--- config.mk ---
export PLATFORM = sky130hd
export DESIGN_NAME = bcd_run_ctrl
export DESIGN_NICKNAME = d
export VERILOG_FILES = /design/src/rtl/bcd_run_ctrl.sv
export SDC_FILE = /design/constraint.sdc
export NUM_CORES = 1
export LEC_CHECK = 0
export ABC_AREA = 1
export CORE_ASPECT_RATIO = 1.25
export CORE_MARGIN = 5
export CORE_UTILIZATION = 47
export DETAILED_ROUTE_END_ITERATION = 7
export PLACE_DENSITY_LB_ADDON = 0.12
export SKIP_CTS_REPAIR_TIMING = 1
export SLEW_MARGIN = 30
export SYNTH_ARGS = -nofsm -noshare
export SYNTH_HDL_FRONTEND = slang
export SYNTH_SLANG_ARGS = --single-unit
--- constraint.sdc ---
create_clock -name clk -period 1.8 [get_ports clk]
set_clock_uncertainty 0.2 [all_clocks]
set_input_delay 0.18 -clock clk [delete_from_list [all_inputs] [get_ports clk]]
set_output_delay 0.18 -clock clk [all_outputs]
set_load 0.01 [all_outputs]
--- src/rtl/bcd_run_ctrl.sv ---
// Run-length sequencer: counts qualified ticks in cascaded BCD up to a latched
// target, with start/stop/pause control and busy/done/err status.
module bcd_run_ctrl #(
    parameter int DIGITS = 2
) (
    input  logic                  clk,
    input  logic                  internal_reset,
    input  logic                  start,
    input  logic                  stop,
    input  logic                  pause,
    input  logic                  tick,
    input  logic [4*DIGITS-1:0]   target,
    output logic [4*DIGITS-1:0]   count,
    output logic                  busy,
    output logic                  done,
    output logic                  err
);

    localparam int W = 4 * DIGITS;

    typedef enum logic [1:0] {
        S_IDLE,
        S_RUN,
        S_PAUSE,
        S_DONE
    } state_t;

    state_t         state_q, state_d;
    logic [W-1:0]   count_q, count_d;
    logic [W-1:0]   tgt_q, tgt_d;
    logic           busy_q, busy_d;
    logic           done_q, done_d;
    logic           err_q, err_d;
    logic [W-1:0]   count_inc;
    logic           tgt_valid;

    function automatic logic bcd_valid(input logic [W-1:0] v);
        logic ok;
        ok = 1'b1;
        for (int i = 0; i < DIGITS; i++) begin
            if (v[4*i +: 4] > 4'd9) ok = 1'b0;
        end
        return ok;
    endfunction

    // Ripple carry through the digits: a digit advances only while every
    // lower digit is wrapping from 9.
    function automatic logic [W-1:0] bcd_inc(input logic [W-1:0] v);
        logic [W-1:0] r;
        logic         carry;
        logic [3:0]   d;
        carry = 1'b1;
        r     = '0;
        for (int i = 0; i < DIGITS; i++) begin
            d = v[4*i +: 4];
            if (carry) begin
                if (d == 4'd9) begin
                    d = 4'd0;
                end else begin
                    d     = d + 4'd1;
                    carry = 1'b0;
                end
            end
            r[4*i +: 4] = d;
        end
        return r;
    endfunction

    assign count_inc = bcd_inc(count_q);
    assign tgt_valid = bcd_valid(target);

    always_comb begin
        state_d = state_q;
        count_d = count_q;
        tgt_d   = tgt_q;
        done_d  = 1'b0;
        err_d   = 1'b0;

        if (stop) begin
            state_d = S_IDLE;
        end else if (start) begin
            if (!tgt_valid) begin
                err_d = 1'b1;
            end else if (target == '0) begin
                tgt_d   = '0;
                count_d = '0;
                state_d = S_DONE;
                done_d  = 1'b1;
            end else begin
                tgt_d   = target;
                count_d = '0;
                state_d = S_RUN;
            end
        end else begin
            case (state_q)
                S_RUN: begin
                    if (pause) begin
                        state_d = S_PAUSE;
                    end else if (tick) begin
                        count_d = count_inc;
                        if (count_inc == tgt_q) begin
                            state_d = S_DONE;
                            done_d  = 1'b1;
                        end
                    end
                end
                // The tick arriving with the pause release is dropped.
                S_PAUSE: begin
                    if (!pause) state_d = S_RUN;
                end
                default: ;
            endcase
        end

        busy_d = (state_d == S_RUN) || (state_d == S_PAUSE);
    end

    always_ff @(posedge clk or posedge internal_reset) begin
        if (internal_reset) begin
            state_q <= S_IDLE;
            count_q <= '0;
            tgt_q   <= '0;
            busy_q  <= 1'b0;
            done_q  <= 1'b0;
            err_q   <= 1'b0;
        end else begin
            state_q <= state_d;
            count_q <= count_d;
            tgt_q   <= tgt_d;
            busy_q  <= busy_d;
            done_q  <= done_d;
            err_q   <= err_d;
        end
    end

    assign count = count_q;
    assign busy  = busy_q;
    assign done  = done_q;
    assign err   = err_q;

endmodule

[Yosys cells after proc, flatten, opt, wreduce, memory -nomap -nowiden]
Index checks and enable logic that the tools add are counted.
Word-level totals
  memories: 0
  latch bits: 0
  RAM bits: 0
  output and inout bits: 11
  bits in read-only memories: 0
  bits in registers: 21
Cells by class
  multiplexer cells: 32
  add/subtract/negate cells: 2
  order comparisons: 2
  bitwise operators: 1
  equal/unequal tests: 9
  shifts and indexed selects: 0
  $mul: 0
  div/mod/pow operators: 0
  reductions and logical operators: 6
Operators by type and width (number)
  $mux W8: 6
  $mux W2: 8
  $mux W1: 14
  $mux W4: 3
  $add A4 B1 Y4 const B: 2
  $eq A4 B4 Y1 const B: 2
  $eq A8 B8 Y1: 1
  $gt A4 B4 Y1 const B: 2
  $logic_not A8 Y1: 1
  $reduce_and A5 Y1: 1
  $eq A2 B1 Y1 const B: 2
  $eq A2 B2 Y1 const B: 2
  $pmux W2 S2: 1
  $reduce_bool A2 Y1: 2
  $reduce_and A3 Y1: 1
  $ne A2 B1 Y1 const B: 1
  $ne A2 B2 Y1 const B: 1
  $logic_or A1 B1 Y1: 1
  $not A1 Y1: 1

[Depth between registers and ports, before layout]
  depth after elaboration: 12
  depth in mapped cells: 18
  mapped depth without buffers: 18

[Least setup slack after synthesis]
No wires, ideal clock.
  kind: register to register
  start: reg count_q[4] (netlist: count[4])
  end: reg busy_q (netlist: busy)
  stages on the path, launching flop included: 15
  arrival: 1.665 ns
  buffers on the path: 0
  clock period less this slack: 1.981 ns
  library setup time: 0.117 ns
  setup slack: -0.181 ns
  cells stage by stage: dfrtp_1 ha_1 or2_2 nand3_1 nand2_1 nand3b_1 nand2_1 nor2_2 nand3_1 nand2_1 nand2_1 nand2_2 nand2_2 nand2_1 nand2_1
Between the ends
  cells in the longest elaborated chain, start to end: 12
  elaborated cells on any way between the ends: 14
  classes of those cells: add/sub (1); eq/ne (4); mux (8); reduce/logical (1)
Ends and longest elaborated chain
  start: declaration: RTL line 29  | logic [W-1:0] count_q, count_d;
  start signal: assignment: RTL line 128  | count_q <= count_d;
  $add A4 B1 Y4 or $eq A4 B4 Y1 (tied branches): RTL line 60, 57
  $mux W4: RTL line 57  | if (d == 4'd9) begin
  $mux W4 (*): RTL line 56  | if (carry) begin
  $eq A8 B8 Y1 (*): RTL line 101  | if (count_inc == tgt_q) begin
  $mux W2 (*): RTL line 101
  $mux W2 (*): RTL line 99  | end else if (tick) begin
  $mux W2 (*): RTL line 97  | if (pause) begin
  $pmux W2 S2 (*): RTL line 95  | case (state_q)
  $mux W2 (*): RTL line 81  | end else if (start) begin
  $mux W2 (*): RTL line 79  | if (stop) begin
  $eq A2 B1 Y1 or $eq A2 B2 Y1 (tied branches): RTL line 115  | busy_d = (state_d == S_RUN) || (state_d == S_PAUSE);
  $logic_or A1 B1 Y1 (*): RTL line 115
  named net busy_d: RTL line 31  | logic busy_q, busy_d;
  end signal: assignment: RTL line 130  | busy_q <= busy_d;
  end: declaration: RTL line 31
The timed path passes the listed nets; every way through them passes the cells marked *.
A chain may end at the register's enable or synchronous reset.

[Final worst setup path]
  start: reg count_q[1] (netlist: count[1])
  end: reg busy_q (netlist: busy)
Between the ends
  cells in the longest elaborated chain, start to end: 12
  elaborated cells on any way between the ends: 15
  classes of those cells: add/sub (1); eq/ne (4); mux (9); reduce/logical (1)
Ends and longest elaborated chain (RTL line)
  branches (longest 3 deep; another with $add A4 B1 Y4)
  $eq A8 B8 Y1 (*): 101
  $mux W2 (*): 101
  $mux W2 (*): 99
  $mux W2 (*): 97
  $pmux W2 S2 (*): 95
  $mux W2 (*): 81
  $mux W2 (*): 79
  $eq A2 B1 Y1 or $eq A2 B2 Y1 (tied branches): 115
  $logic_or A1 B1 Y1 (*): 115
  named net busy_d: 31
Mark *: on every way through the listed nets, which the timed path passes.

==> impl_results.md <==
- Kind of critical path: flop to flop
- DRT Pass-1 Iters: 4
- Vias per Instance: approximately 5
- Synth Instances: between 150 and 200
- Cell Rows: 22
- Relative slew slack: ~76%
- I/O pins: 25
- Tcrit/Tclk final: 115%
- CP max FO: 6
- Die H: just over 70 um
- Final Hold Violating Endpoints: 0
- Leak: between 0.001 and 0.0015 uW
- Pre-CTS WS: -0.213 ns
- WHS: roughly 0.0045 ns
- Asr flop ratio synth: 100%
- Cell variety after synth: 25
- CP Data Arrival Time: a little over 2 ns
- Starting Density: between 40% and 50%
- Final Total Pwr: between 1000 and 1500 uW
- Post-synth EDFFs: 0
- DR WL/cell: about 12 um
- Count leader, synth: nand2_1
- Number of global-route vias before repair: 1383
- Maximum vdd drop: a little over 0.0004 V
- Final worst slack: -0.276 ns
- CTS Root Cell: clkbuf_4
- Die W: between 50 and 60 um
- Hold Crit Class: input pin to asynchronous set/reset pin
- Synthesized area: between 1000 and 1500 um2
- Worst-case clock buffer depth: 2
- Worst Setup End Kind: flop
- Max-cap violations: 0
- Yosys top cell by area: dfrtp_1
- Fraction of layout cells with a size suffix above 1: approximately 29%
- H-tree depth: 1
- Final setup fails: 4
- First-pass GRT wire length: 5820 um
- Drt initial violations: 80
- Status: complete, but fails checks
- Layout Nets: approximately 270
- Synth area leaders: dfrtp_1 (38%), nand2_1 (16%), inv_1 (7.6%), nand3_1 (6.9%), nor2_1 (4.1%)
- Post-DP HPWL: approximately 2800 um
- Initial antenna violation count: 0
- Tot GR Track Use: about 18%
- P&R area growth vs syn: 43.8%
- Port bufs: 24
- Post-route ant nets: 0
- Clock tree sinks: 21
- Fin crit period: about 2.1 ns
- Gr ovfl total: 0
- CTS tree: built
- Largest net degree at the start of global routing: 22
- PD cells: about 570 nW/um2
- Gpl congestion: between 0.8 and 0.9
- Syn_nets: roughly 220
- Worst path required time: 1.80 ns
- RSZ-0062 raised after global routing: yes
- Die ar.: 4130 um2
- Clock Latency Late Sink: approximately 0.30 ns
- Sequential area share after synthesis: 38.1%
- Clock Pin Slew Worst Setup and Hold Paths: between 0.1 and 0.15 ns
- Most used DFF post-synth: dfrtp_1
- Fillers: 255
- Yosys warnings: 0
- # DRC: 0
- Fin. max-slew vios: 0
- # diodes: 0
- Total number of vias: 1447
- Yosys reg bits: 21
- Total Wirelength: about 3500 um
- Most frequent cells after synthesis: nand2_1 (58), inv_1 (28), dfrtp_1 (21)
- Placed instance count: 279
- Startpoint Class: flop
- Failing checks: setup timing
- Worst slew pin tran: ~0.36 ns
- Fmax: between 400 and 500 MHz
- Layout Cells excl Fill: around 290
- Num CTS Buffers: 3
- Synth top area share: a little under two fifths
- CORE AREA: roughly 2900 um2
- Setup TNS: -0.708 ns
- Syn avg cell area: around 7.0 um2
## placed cells by master (no fill, tap or decap)
| master | synthesis | layout |
|---|---|---|
| nand4_1 | 2 | 2 |
| clkinv_2 | 1 | 1 |
| nor2_2 | 2 | 3 |
| clkbuf_4 | 0 | 3 |
| nand2_1 | 58 | 52 |
| o221ai_1 | 1 | 1 |
| nand2_4 | 0 | 2 |
| inv_1 | 28 | 25 |
| nand3b_1 | 3 | 3 |
| nor2_4 | 3 | 4 |
| a21oi_1 | 6 | 6 |
| mux2_2 | 1 | 1 |
| nand3_1 | 19 | 15 |
| ha_4 | 0 | 2 |
| nor2_1 | 15 | 13 |
| dfrtp_2 | 0 | 5 |
| o22ai_1 | 7 | 7 |
| a221oi_1 | 1 | 1 |
| nand2_2 | 7 | 11 |
| or2_4 | 0 | 1 |
| nand3_4 | 0 | 1 |
| clkdlybuf4s50_1 | 0 | 20 |
| nor4_1 | 1 | 1 |
| xor2_1 | 1 | 1 |
| dlymetal6s2s_1 | 0 | 4 |
| inv_2 | 4 | 7 |
| ha_1 | 4 | 2 |
| buf_4 | 1 | 26 |
| nand3_2 | 1 | 4 |
| o21ai_0 | 8 | 8 |
| dfrtp_1 | 21 | 16 |
| inv_4 | 0 | 1 |
## report_power, final
group          switching, uW  internal (uW)
Combinational            184            161
Clock                    141           82.7
Sequential              41.6            526
## metrics by stage
stage	instance area [um2]	utilization, %
floorplan	1420	-
global placement	1870	64.8
detailed placement	1870	64.8
CTS	1900	65.7
global route	1980	68.7
finish	1980	68.7
## sequential cells by signal, indices dropped and copies added, names as in the netlist
signal	count
tgt_q	8
state_q	2
busy	1
done	1
err	1
count	8
## worst max-delay path, cell delays in order, from the launching register on
cell	delay [ns]
dfrtp_2	0.49
inv_2	0.11
nand2_4	0.06
nor2_4	0.19
nand2_1	0.12
nand2_1	0.10
nand2_1	0.05
nand2_1	0.05
nand2_1	0.06
nor2_2	0.10
nand3b_1	0.13
nand3_2	0.08
nand2_2	0.07
nand3_1	0.10
nand2_1	0.06
## layout make-up
| type | instances | area [um2] | share of cell area (%) |
|---|---|---|---|
| multi-input combinational | 141 | 808 | 40.7 |
| sequential | 21 | 532 | 26.8 |
| clock buffer | 3 | 22.5 | 1.13 |
| tap | 36 | 45.0 | 2.27 |
| timing repair buffer | 50 | 445 | 22.4 |
| inverter | 33 | 126 | 6.37 |
| clock inverter | 1 | 5.00 | 0.252 |
## path summary, 6_finish.rpt
path / slack, ns / end / start / cells past startpoint
max in group asynchronous: 1.16 / count[4]$_DFFE_PP0P_ / internal_reset / 3
worst max register to register: -0.28 / busy$_DFF_PP0_ / count[1]$_DFFE_PP0P_ / 14
worst min-delay path: 0.005 / tgt_q[7]$_DFFE_PP0P_ / internal_reset / 3
worst max-delay path: -0.28 / busy$_DFF_PP0_ / count[1]$_DFFE_PP0P_ / 14
min in group clk: 0.25 / tgt_q[2]$_DFFE_PP0P_ / target[2] / 3
worst min register to register: 0.32 / tgt_q[2]$_DFFE_PP0P_ / tgt_q[2]$_DFFE_PP0P_ / 2
## routing by layer
metal	vias to the layer above	part of all wire (%)	wire length, um	global-route usage, %
met5	-	0	0	0
met4	0	0.93	33	5.41
met3	4	3.3	115	1.64
met2	26	54	1910	31.4
met1	684	42	1470	21.6
li1	733	-	-	-
## cells by family after synthesis
group	synth area share [%]
compound gates	9.52
fa+ha+maj	3.63
mux	0.816
simple gates	37.4
xor+xnor	0.635
buf+inv	9.88
flops	38.1
Note: power is estimated with default switching activity, not from simulation.
